## src/rtl/machine_timer_if.sv

```systemverilog
// machine_timer_if: data-bus peripheral port between core and machine timer
interface machine_timer_if;
  logic valid;
  logic we;
  logic [4:0] addr;
  logic [31:0] wdata;
  logic ready;
  logic rvalid;
  logic [31:0] rdata;
  logic err;
  modport master (output valid, we, addr, wdata, input ready, rvalid, rdata, err);
  modport slave (input valid, we, addr, wdata, output ready, rvalid, rdata, err);
endinterface

```

## src/rtl/machine_timer.sv

```systemverilog
// machine_timer: RISC-V mtime/mtimecmp timer with prescaler and coherent 64-bit reads
module machine_timer #(
  parameter logic [63:0] MTIMECMP_RESET = 64'hFFFF_FFFF_FFFF_FFFF,
  parameter logic [7:0] PRESCALE_RESET = 8'd0
) (
  input logic clk,
  input logic reset,
  machine_timer_if.slave bus,
  output logic timer_irq
);
  logic [63:0] mtime, mtimecmp, mtime_n, mtimecmp_n;
  logic [31:0] snap, snap_n, rd;
  logic [7:0] div, div_n, cnt, cnt_n;
  logic en, en_n, tick, wr, re, ctrl_wr;
  logic [2:0] a;
  assign bus.ready = 1'b1;
  assign a = bus.addr[4:2];
  assign wr = bus.valid & bus.we;
  assign re = bus.valid & ~bus.we;
  assign ctrl_wr = wr & (a == 3'd4);
  assign tick = en & (cnt == div);
  // next-state of every timer register; a software write to an mtime half wins over the tick
  always_comb begin
    mtime_n = (wr && a == 3'd0) ? {mtime[63:32], bus.wdata}
            : (wr && a == 3'd1) ? {bus.wdata, mtime[31:0]}
            : mtime + {63'd0, tick};
    mtimecmp_n = (wr && a == 3'd2) ? {mtimecmp[63:32], bus.wdata}
               : (wr && a == 3'd3) ? {bus.wdata, mtimecmp[31:0]}
               : mtimecmp;
    en_n = ctrl_wr ? bus.wdata[0] : en;
    div_n = ctrl_wr ? bus.wdata[15:8] : div;
    cnt_n = (ctrl_wr || tick) ? 8'd0 : en ? cnt + 8'd1 : cnt;
    snap_n = (re && a == 3'd0) ? mtime[63:32] : (wr && a == 3'd1) ? bus.wdata : snap;
    rd = !re ? 32'd0
       : a == 3'd0 ? mtime[31:0]
       : a == 3'd1 ? snap
       : a == 3'd2 ? mtimecmp[31:0]
       : a == 3'd3 ? mtimecmp[63:32]
       : a == 3'd4 ? {16'd0, div, 7'd0, en}
       : 32'd0;
  end
  // register state, the one-cycle bus response and the interrupt compare on next-state values
  always_ff @(posedge clk) begin
    if (reset) begin
      mtime <= 64'd0;
      mtimecmp <= MTIMECMP_RESET;
      en <= 1'b1;
      div <= PRESCALE_RESET;
      cnt <= 8'd0;
      snap <= 32'd0;
      bus.rvalid <= 1'b0;
      bus.err <= 1'b0;
      bus.rdata <= 32'd0;
      timer_irq <= 1'b0;
    end else begin
      mtime <= mtime_n;
      mtimecmp <= mtimecmp_n;
      en <= en_n;
      div <= div_n;
      cnt <= cnt_n;
      snap <= snap_n;
      bus.rvalid <= bus.valid;
      bus.err <= bus.valid & (a > 3'd4);
      bus.rdata <= rd;
      timer_irq <= en_n & (mtime_n >= mtimecmp_n);
    end
  end
endmodule

```

## src/flat_wrapper.sv

```systemverilog
// flat-port wrapper written by rule: the top's interface ports become plain ports
module machine_timer_flat 
#(
  parameter logic [63:0] MTIMECMP_RESET = 64'hFFFF_FFFF_FFFF_FFFF,
  parameter logic [7:0] PRESCALE_RESET = 8'd0
)
  (clk, reset, timer_irq, bus_valid, bus_we, bus_addr, bus_wdata, bus_ready, bus_rvalid, bus_rdata, bus_err);
  machine_timer_if bus_i ();
  input logic clk;
  input logic reset;
  output logic timer_irq;
  input wire logic [$bits(bus_i.valid)-1:0] bus_valid;
  input wire logic [$bits(bus_i.we)-1:0] bus_we;
  input wire logic [$bits(bus_i.addr)-1:0] bus_addr;
  input wire logic [$bits(bus_i.wdata)-1:0] bus_wdata;
  output wire logic [$bits(bus_i.ready)-1:0] bus_ready;
  output wire logic [$bits(bus_i.rvalid)-1:0] bus_rvalid;
  output wire logic [$bits(bus_i.rdata)-1:0] bus_rdata;
  output wire logic [$bits(bus_i.err)-1:0] bus_err;
  assign bus_i.valid = bus_valid;
  assign bus_i.we = bus_we;
  assign bus_i.addr = bus_addr;
  assign bus_i.wdata = bus_wdata;
  assign bus_ready = bus_i.ready;
  assign bus_rvalid = bus_i.rvalid;
  assign bus_rdata = bus_i.rdata;
  assign bus_err = bus_i.err;
  machine_timer #(.MTIMECMP_RESET(MTIMECMP_RESET), .PRESCALE_RESET(PRESCALE_RESET)) u_core (.clk(clk), .reset(reset), .bus(bus_i), .timer_irq(timer_irq));
endmodule
```

## config.mk

```make
export PLATFORM = sky130hd
export DESIGN_NAME = machine_timer_flat
export DESIGN_NICKNAME = d
export VERILOG_FILES = /design/src/rtl/machine_timer_if.sv /design/src/rtl/machine_timer.sv /design/src/flat_wrapper.sv
export SDC_FILE = /design/constraint.sdc
export NUM_CORES = 1
export LEC_CHECK = 0
export ABC_AREA = 1
export CAP_MARGIN = 20
export CORE_UTILIZATION = 25
export DETAILED_ROUTE_END_ITERATION = 8
export SETUP_SLACK_MARGIN = 0.4
export SLEW_MARGIN = 5
export SYNTH_ARGS = -nofsm -noshare
export SYNTH_HDL_FRONTEND = slang
export SYNTH_SLANG_ARGS = --single-unit
```

## constraint.sdc

```tcl
create_clock -name clk -period 7.2 [get_ports clk]
set_input_delay 0.72 -clock clk [delete_from_list [all_inputs] [get_ports clk]]
set_output_delay 0.72 -clock clk [all_outputs]
set_load 0.005 [all_outputs]
```

# Yosys cells after proc, flatten, opt, wreduce, memory -nomap -nowiden
# Cells that the tools add are included.
[classes]
reduce_logical = 10
addsub = 2
bitwise_logic = 8
div_mod_pow = 0
n_mul = 0
n_shift = 0
mux = 12
order_cmp = 2
eq_ne = 5
[ops]
columns = ["cell", "n"]
rows = [
  ["$mux W64", 4],
  ["$mux W32", 6],
  ["$add A64 B1 Y64", 1],
  ["$ge A64 B64 Y1", 1],
  ["$mux W16", 1],
  ["$add A8 B1 Y8 const B", 1],
  ["$eq A8 B8 Y1", 1],
  ["$and A1 B1 Y1", 6],
  ["$eq A3 B2 Y1 const B", 2],
  ["$logic_and A1 B1 Y1", 5],
  ["$reduce_or A2 Y1", 2],
  ["$eq A3 B1 Y1 const B", 1],
  ["$eq A3 B3 Y1 const B", 1],
  ["$gt A3 B3 Y1 const B", 1],
  ["$logic_not A3 Y1", 1],
  ["$not A1 Y1", 2],
  ["$reduce_bool A2 Y1", 1],
  ["$logic_or A1 B1 Y1", 1],
  ["$mux W1", 1],
]
[word_totals]
inputBits = 41
rom_bits = 0
register_bits = 212
output_inout_bits = 36
ram_bits = 0
memories = 0
latchBits = 0

# Logic depth before layout (Yosys ltp)
# Gate-level depths: netlist (run 1).
[depth]
ltp_word = 7
mapped_depth = 29
depth_no_buf = 29

# Worst setup path before layout (run 1)
# Ideal clock, no wire load.
[synth_timing]
path_type = "register -> register"
start = "register u_core.cnt[5]"
end = "register u_core.timer_irq"
t_arrival_ns = 3.059
n_path_buf = 0
period_less_slack_ns = 3.128
path_stages_with_launch = 28
setup_slack_ns = 4.072
path_cell_list = "dfxtp_1 > o22ai_1 > a211oi_1 > nand3_1 > nor2_1 > ha_1 > ha_1 > inv_1 > nor2_2 > nand2_1 > nor2_1 > nand2_1 > nor2_1 > xnor2_1 > nand2_1 > nand2_1 > inv_1 > ha_1 > nand2_1 > nor2_1 > nand2_1 > nor2_1 > nand2_1 > nand2_1 > nor2_1 > nand2_1 > nand2_1 > a21oi_1"
[synth_via]
elab_chain_cells = 7
[synth_lines]
columns = ["item", "line_no", "rtl"]
rows = [
  ["start, declared", "machine_timer.sv:13", "logic [7:0] div, div_n, cnt, cnt_n;"],
  ["start signal, assigned", "machine_timer.sv:60", "cnt <= cnt_n;"],
  ["$eq A8 B8 Y1", "machine_timer.sv:21", "assign tick = en & (cnt == div);"],
  ["$and A1 B1 Y1", "machine_timer.sv:21", ""],
  ["$add A64 B1 Y64", "machine_timer.sv:26", ": mtime + {63'd0, tick};"],
  ["$mux W64", "machine_timer.sv:25", ": (wr && a == 3'd1) ? {bus.wdata, mtime[31:0]}"],
  ["$mux W64", "machine_timer.sv:24", "mtime_n = (wr && a == 3'd0) ? {mtime[63:32], bus.wdata}"],
  ["net u_core.mtime_n[28]", "machine_timer.sv:11", "logic [63:0] mtime, mtimecmp, mtime_n, mtimecmp_n;"],
  ["$ge A64 B64 Y1", "machine_timer.sv:65", "timer_irq <= en_n & (mtime_n >= mtimecmp_n);"],
  ["$and A1 B1 Y1", "machine_timer.sv:65", ""],
  ["end signal, assigned", "machine_timer.sv:65", ""],
  ["end, declared", "machine_timer.sv:9", "output logic timer_irq"],
]
# The timed path passes the listed nets, and every way through them passes these cells.
# A chain may end at the register's enable or synchronous reset.

# Final worst setup path (run 1)
[layout_timing]
start = "register u_core.div[5]"
end = "register u_core.timer_irq"
[layout_via]
elab_chain_cells = 7
[layout_lines]
columns = ["item", "line_no", "rtl"]
rows = [
  ["start, declared", "machine_timer.sv:13", ""],
  ["start signal, assigned", "machine_timer.sv:59", "div <= div_n;"],
  ["$eq A8 B8 Y1", "machine_timer.sv:21", ""],
  ["$and A1 B1 Y1", "machine_timer.sv:21", ""],
  ["$add A64 B1 Y64", "machine_timer.sv:26", ""],
  ["$mux W64", "machine_timer.sv:25", ""],
  ["$mux W64", "machine_timer.sv:24", ""],
  ["net u_core.mtime_n[58]", "machine_timer.sv:11", ""],
  ["$ge A64 B64 Y1", "machine_timer.sv:65", ""],
  ["$and A1 B1 Y1", "machine_timer.sv:65", ""],
]
# The timed path passes the listed nets, and every way through them passes these cells.

==> results.cfg, run 1 <==
[outcome]
status = finished clean

[cts]
cts_made_buffers = 25
ctsHoldBuffers = 0
clk_latency_ps = 560
cts_root_buf = clkbuf_16
cts_tree = built
cts_setup_buffers = 0
htreeDepth = 1
clockBufferDepth = 3
cts_resized = 0
cts.sinks = 212
path_clk_slew_ps = 60

[drt]
vias_per_cell = 4.79
via_count = 13119
drt_iter0_drc = 1091
avgRoutedWirePerCell_um = 17.6
route.detailed.drc = 0
drtAntennaViolNets = 0
routed_wl_um = 48200
first_pass_iters = 6

[floorplan]
die-area_um2 = 52500
core_area_um2 = 50600
die_y_um = 229
ios = 77
rows = 82
start_util_pct = 25.5
die_w_um = 229

[global_routing]
overflow = 0
grt_max_degree = 64
antenna_found_initial = 0
grt_pass1_wl_um = 75000
grt_usage_pct = 18.2
grt_pass1_vias = 12828

[synthesis]
synthTopCellsByCount = nand2_1, inv_1, nor2_1, dfxtp_1, a21oi_1
synth_edf_count = 0
yosys.area.top_type = dfxtp_1
yosys.area.top_type_share_pct = 32.9
yosysSeqAreaShare_pct = 32.9
synth_seq_cells = 212
yosys_most_used_dff = dfxtp_1
synth_fp_nets = 2120
avgSynthCellArea_um2 = 6.41
yosysMostFrequentCell = nand2_1
synth_cell_types = 48
yosysWarnings = 0
syn-cell-area_um2 = 12900
synthTopCellsByArea = dfxtp_1, nand2_1, inv_1
synthCells = 2012
async_flop_share_pct = 0

[setup_path]
timing.rr.start = u_core.div[5]$_SDFFE_PP0P_
worstRegToRegCells = 27
cp-start-kind = register
required_ps = 7660
cpMaxStageDelayCell = nor3_1
slowest_delay_ps = 480
end_kind = register
path_class = reg2reg
crit_top_cell = nand2_1
crit_arrival_ps = 5420
cp_max_fo = 4
startpoint = u_core.div[5]$_SDFFE_PP0P_

[job]
maxCapViolCount = 0

[power_and_ir_drop]
combPwrFrac_pct = 9.0
p_sw_uw = 732
p_leak_uw = 0.00687
switching_share_pct = 25.3
peakVddDrop_mv = 0.166
power_frac_seq_pct = 42.3
intPower_uw = 2160
p_per_area_nw_per_um2 = 191
clkPwrFrac_pct = 48.6

[finish]
utilization_pct = 29.9
fin_area_um2 = 15100
stdcell_count = 2740
syn2layout_area_growth_pct = 17.2
final-seq-area_um2 = 4240
fill_cells = 5540
layout-drive-gt1-share_pct = 4.55
num-nets-final = 2158
antenna_cells = 0
multiInputGateArea_um2 = 7350

[hold_path]
min_path_type = reg2reg
hold_depth = 2
min_from = u_core.mtimecmp[0]$_SDFF_PP1_

[sta]
drv_slew = 0
relSlewSlack_pct = 37.4
finalCritPeriodShare_pct = 68.8
fmax_mhz = 202
setup_tns_ps = 0
hold_viol_final = 0
worst_slew_pin_slew_ps = 935
fin_ws_ps = 2250
min_period_ps = 4950
skew_ps = 35.0
rsz0062_at_grt = false
setup_viol = 0

[placed_design]
gp_congestion = 0.941
placedCellCount = 2695
place_area_um2 = 14200
port_buffers = 73
dp_slack_ps = 2090
dp_hpwl_um = 36100
==> registers in the layout (all words and copies together) (netlist names) <==
signal,count
u_core.bus.rvalid,1
u_core.bus.rdata,32
u_core.bus.err,1
u_core.div,8
u_core.en,1
u_core.mtime,64
u_core.cnt,8
u_core.snap,32
u_core.mtimecmp,64
u_core.timer_irq,1
==> critical path, delay by kind of cell (launching register included) <==
family                     cells  cell delay (ps)
adders and majority gates      3              920
AOI/OAI and AO/OA              3              420
buffers and inverters          3              210
and+or+nand+nor               18             3000
DFF                            1              310
==> worst paths after layout <==
| kind | end | slack, ps |
|---|---|---|
| min | u_core.mtimecmp[0]$_SDFF_PP1_ | 490 |
| min reg2reg | u_core.mtimecmp[0]$_SDFF_PP1_ | 490 |
| max reg2reg | u_core.timer_irq$_SDFF_PP0_ | 2250 |
| max | u_core.timer_irq$_SDFF_PP0_ | 2250 |
==> metal layers <==
metal / track usage, % / part of all wire, % / vias up
li1: - / - / 6503
met1: 23.9 / 46 / 6249
met2: 31.5 / 48 / 306
met3: 1.78 / 3.9 / 61
met4: 5.08 / 2.3 / 0
met5: 0 / 0 / -
==> power groups by stage <==
stage | Combinational [uW] | Sequential [uW] | Clock [uW]
3_5_place_dp | 259 | 1250 | 0
5_1_grt | 294 | 1230 | 1480
2_1_floorplan | 161 | 1240 | 0
6_report | 261 | 1220 | 1410
4_1_cts | 261 | 1220 | 1430
3_3_place_gp | 256 | 1250 | 0
==> through the flow <==
step,power (uW),hold WS [ps]
finish,2890,487
global placement,1500,471
global route,3000,520
CTS,2920,486
detailed placement,1510,472
floorplan,1400,448
==> layout make-up <==
type	instances	area share, %
Clock buffer	35	4.71
Clock inverter	10	1.17
Tap cell	672	5.56
Timing Repair Buffer	89	5.59
Inverter	253	6.29
Sequential cell	212	28.1
Multi-Input combinational cell	1469	48.6
==> logic make-up (layout without fill, tap and decap cells) <==
group | Yosys count | count (layout) | share of synthesized area [%]
and+or+nand+nor | 1056 | 1056 | 33.6
buffers and inverters | 331 | 387 | 10.3
AOI/OAI and AO/OA | 296 | 296 | 13.2
DFF | 212 | 212 | 32.9
adders and majority gates | 67 | 67 | 6.50
xor gates and xnor gates | 30 | 30 | 2.04
muxes | 19 | 19 | 1.47
other | 1 | 1 | 0.0291
==> cell usage in the layout, fill, tap and decap left out, types with 25 or more instances in the layout <==
master / n
a21oi_1: 102
clkbuf_16: 25
clkdlybuf4s50_1: 72
dfxtp_1: 212
ha_1: 67
inv_1: 247
nand2_1: 634
nand3_1: 71
nor2_1: 242
nor3_1: 30
o21ai_0: 96
o21ai_1: 26
o221ai_1: 34
No activity file was read; power rests on OpenSTA's default activity.
==> run 2, diff against run 1 <==
==> constraint.sdc (replaced) <==
create_clock -name clk -period 4.64 [get_ports clk]
set_input_delay 0.464 -clock clk [delete_from_list [all_inputs] [get_ports clk]]
set_output_delay 0.464 -clock clk [all_outputs]
set_load 0.005 [all_outputs]
==> run 2 against run 1 <==
Compared with the run above:
- register-to-register slack got worse by 1600 ps
- first-iteration DRC count is 17% lower
- critical path depth rose by 3
- clock power rose by 57%
- fmax is 25% higher
- global-route usage decreased by 0.071 points
- via count grew 0.42%
- count of clock-buffer cells in the layout decreased by 5
- largest cell class unchanged
- largest power group unchanged
==> results.cfg, run 2 (synthesis results as in run 1) <==
[placed_design]
dp_hpwl_um = 36400
dp_slack_ps = 293
port_buffers = 73
gp_congestion = 0.959

[cts]
cts_tree = built
clockBufferDepth = 3
cts_made_buffers = 25
clk_latency_ps = 550
path_clk_slew_ps = 60
cts_root_buf = clkbuf_16
htreeDepth = 1
ctsHoldBuffers = 0
cts.sinks = 212

[floorplan]
die-area_um2 = 52500
ios = 77
core_area_um2 = 50600
die_y_um = 229
die_w_um = 229
rows = 82
start_util_pct = 25.5

[sta]
fmax_mhz = 252
drv_slew = 0
fin_hold_ws_ps = 486
hold_viol_final = 0
relSlewSlack_pct = 38.5
setup_tns_ps = 0
finalCritPeriodShare_pct = 85.6
worst_slew_pin_slew_ps = 919
rsz0062_at_grt = false
fin_ws_ps = 668
min_period_ps = 3970
setup_viol = 0
skew_ps = 19.8

[outcome]
status = finished clean

[setup_path]
required_ps = 5110
end_kind = register
startpoint = u_core.cnt[2]$_SDFFE_PP0P_
crit_top_cell = nand2_1
cpMaxStageDelayCell = dfxtp_1
slowest_delay_ps = 310
cp-start-kind = register
path_class = reg2reg
timing.rr.start = u_core.cnt[2]$_SDFFE_PP0P_
cp_max_fo = 4
worstRegToRegCells = 30
crit_arrival_ps = 4440

[finish]
mostFrequentLayoutCells = nand2_1, inv_1, nor2_1
layout-drive-gt1-share_pct = 6.92
final_common_cell = nand2_1
reg.largest.list = u_core.mtime: 64 flops, u_core.mtimecmp: 64 flops
syn2layout_area_growth_pct = 20.0
num-nets-final = 2183

[drt]
vias_per_cell = 4.76
first_pass_iters = 5
avgRoutedWirePerCell_um = 17.2
via_count = 13174
drtAntennaViolNets = 0
routed_wl_um = 47700
drt_iter0_drc = 909
route.detailed.drc = 0

[job]
maxCapViolCount = 0

[global_routing]
grt_pass1_wl_um = 75000
overflow = 0
grt_max_degree = 64
grt_pass1_vias = 12998
grt_usage_pct = 18.1
antenna_found_initial = 1

[hold_path]
hold_depth = 2
min_path_type = reg2reg
min_from = u_core.mtimecmp[0]$_SDFF_PP1_

[power_and_ir_drop]
p_per_area_nw_per_um2 = 294
p_leak_uw = 0.00705
peakVddDrop_mv = 0.274
[run 2: cell count changes in the layout (fill, tap and decap cells not counted), moves of 2 or more]
cell / before / now
buf_12: 0 / 3
buf_4: 16 / 38
clkbuf_1: 5 / 1
clkinv_2: 5 / 9
ha_1: 67 / 65
nand2_1: 634 / 632
nand2_2: 5 / 7
nand3_1: 71 / 69
nand3_2: 2 / 4
nor2_1: 242 / 234
nor2_2: 12 / 17
nor2_4: 6 / 9
nor3_1: 30 / 28
[run 2: area by class of cell]
type	count	area [um^2]
antenna	1	2.50
clock buffer	30	684
clock inverter	16	236
fill	5467	35100
inverter	253	951
multi-input combinational	1469	7450
sequential	212	4250
tap	672	841
timing repair buffer	114	1070
[run 2: layer usage]
metal	part of all wire, %	GRT usage [%]	routed length (um)
met1	46	23.7	22100
met2	46	30.5	22100
met3	3.7	1.71	1760
met5	0	0	0
met4	3.7	7.08	1750
[run 2: what timing repair did]
action                     in CTS  in global routing
setup endpoints to repair       1                  1
setup buffers                   0                  2
cloned                          0                  0
pin swaps                       0                  5
resized for setup               5                 22
[run 2: final timing paths]
path,slack (ps),endpoint
setup reg to reg,670,u_core.timer_irq$_SDFF_PP0_
setup / recovery,670,u_core.timer_irq$_SDFF_PP0_
hold / removal,490,u_core.mtimecmp[0]$_SDFF_PP1_
hold reg to reg,490,u_core.mtimecmp[0]$_SDFF_PP1_
[run 2: worst max-delay path: cells and delay by family (launching register included)]
kind	cells	cell delay (ps)
adder cells (fa/ha/maj)	3	650
buffers and inverters	3	300
AO/OA/AOI/OAI	3	450
flip-flops	1	310
AND/OR/NAND/NOR	21	2170
[run 2: where the power goes]
part | switching, uW | internal (uW)
Sequential | 40.8 | 1860
Combinational | 264 | 159
Clock | 836 | 1380
Total | 1140 | 3400
[run 2: per-stage QoR]
stage	total power, uW	instance area, um^2	std cells	utilization, %
after floorplan	2170	12900	2012	-
after global placement	2340	14400	2718	28.6
after detailed placement	2350	14400	2718	28.6
after CTS	4580	15400	2764	30.4
after global routing	4710	15500	2767	30.6
final	4540	15500	2767	30.6
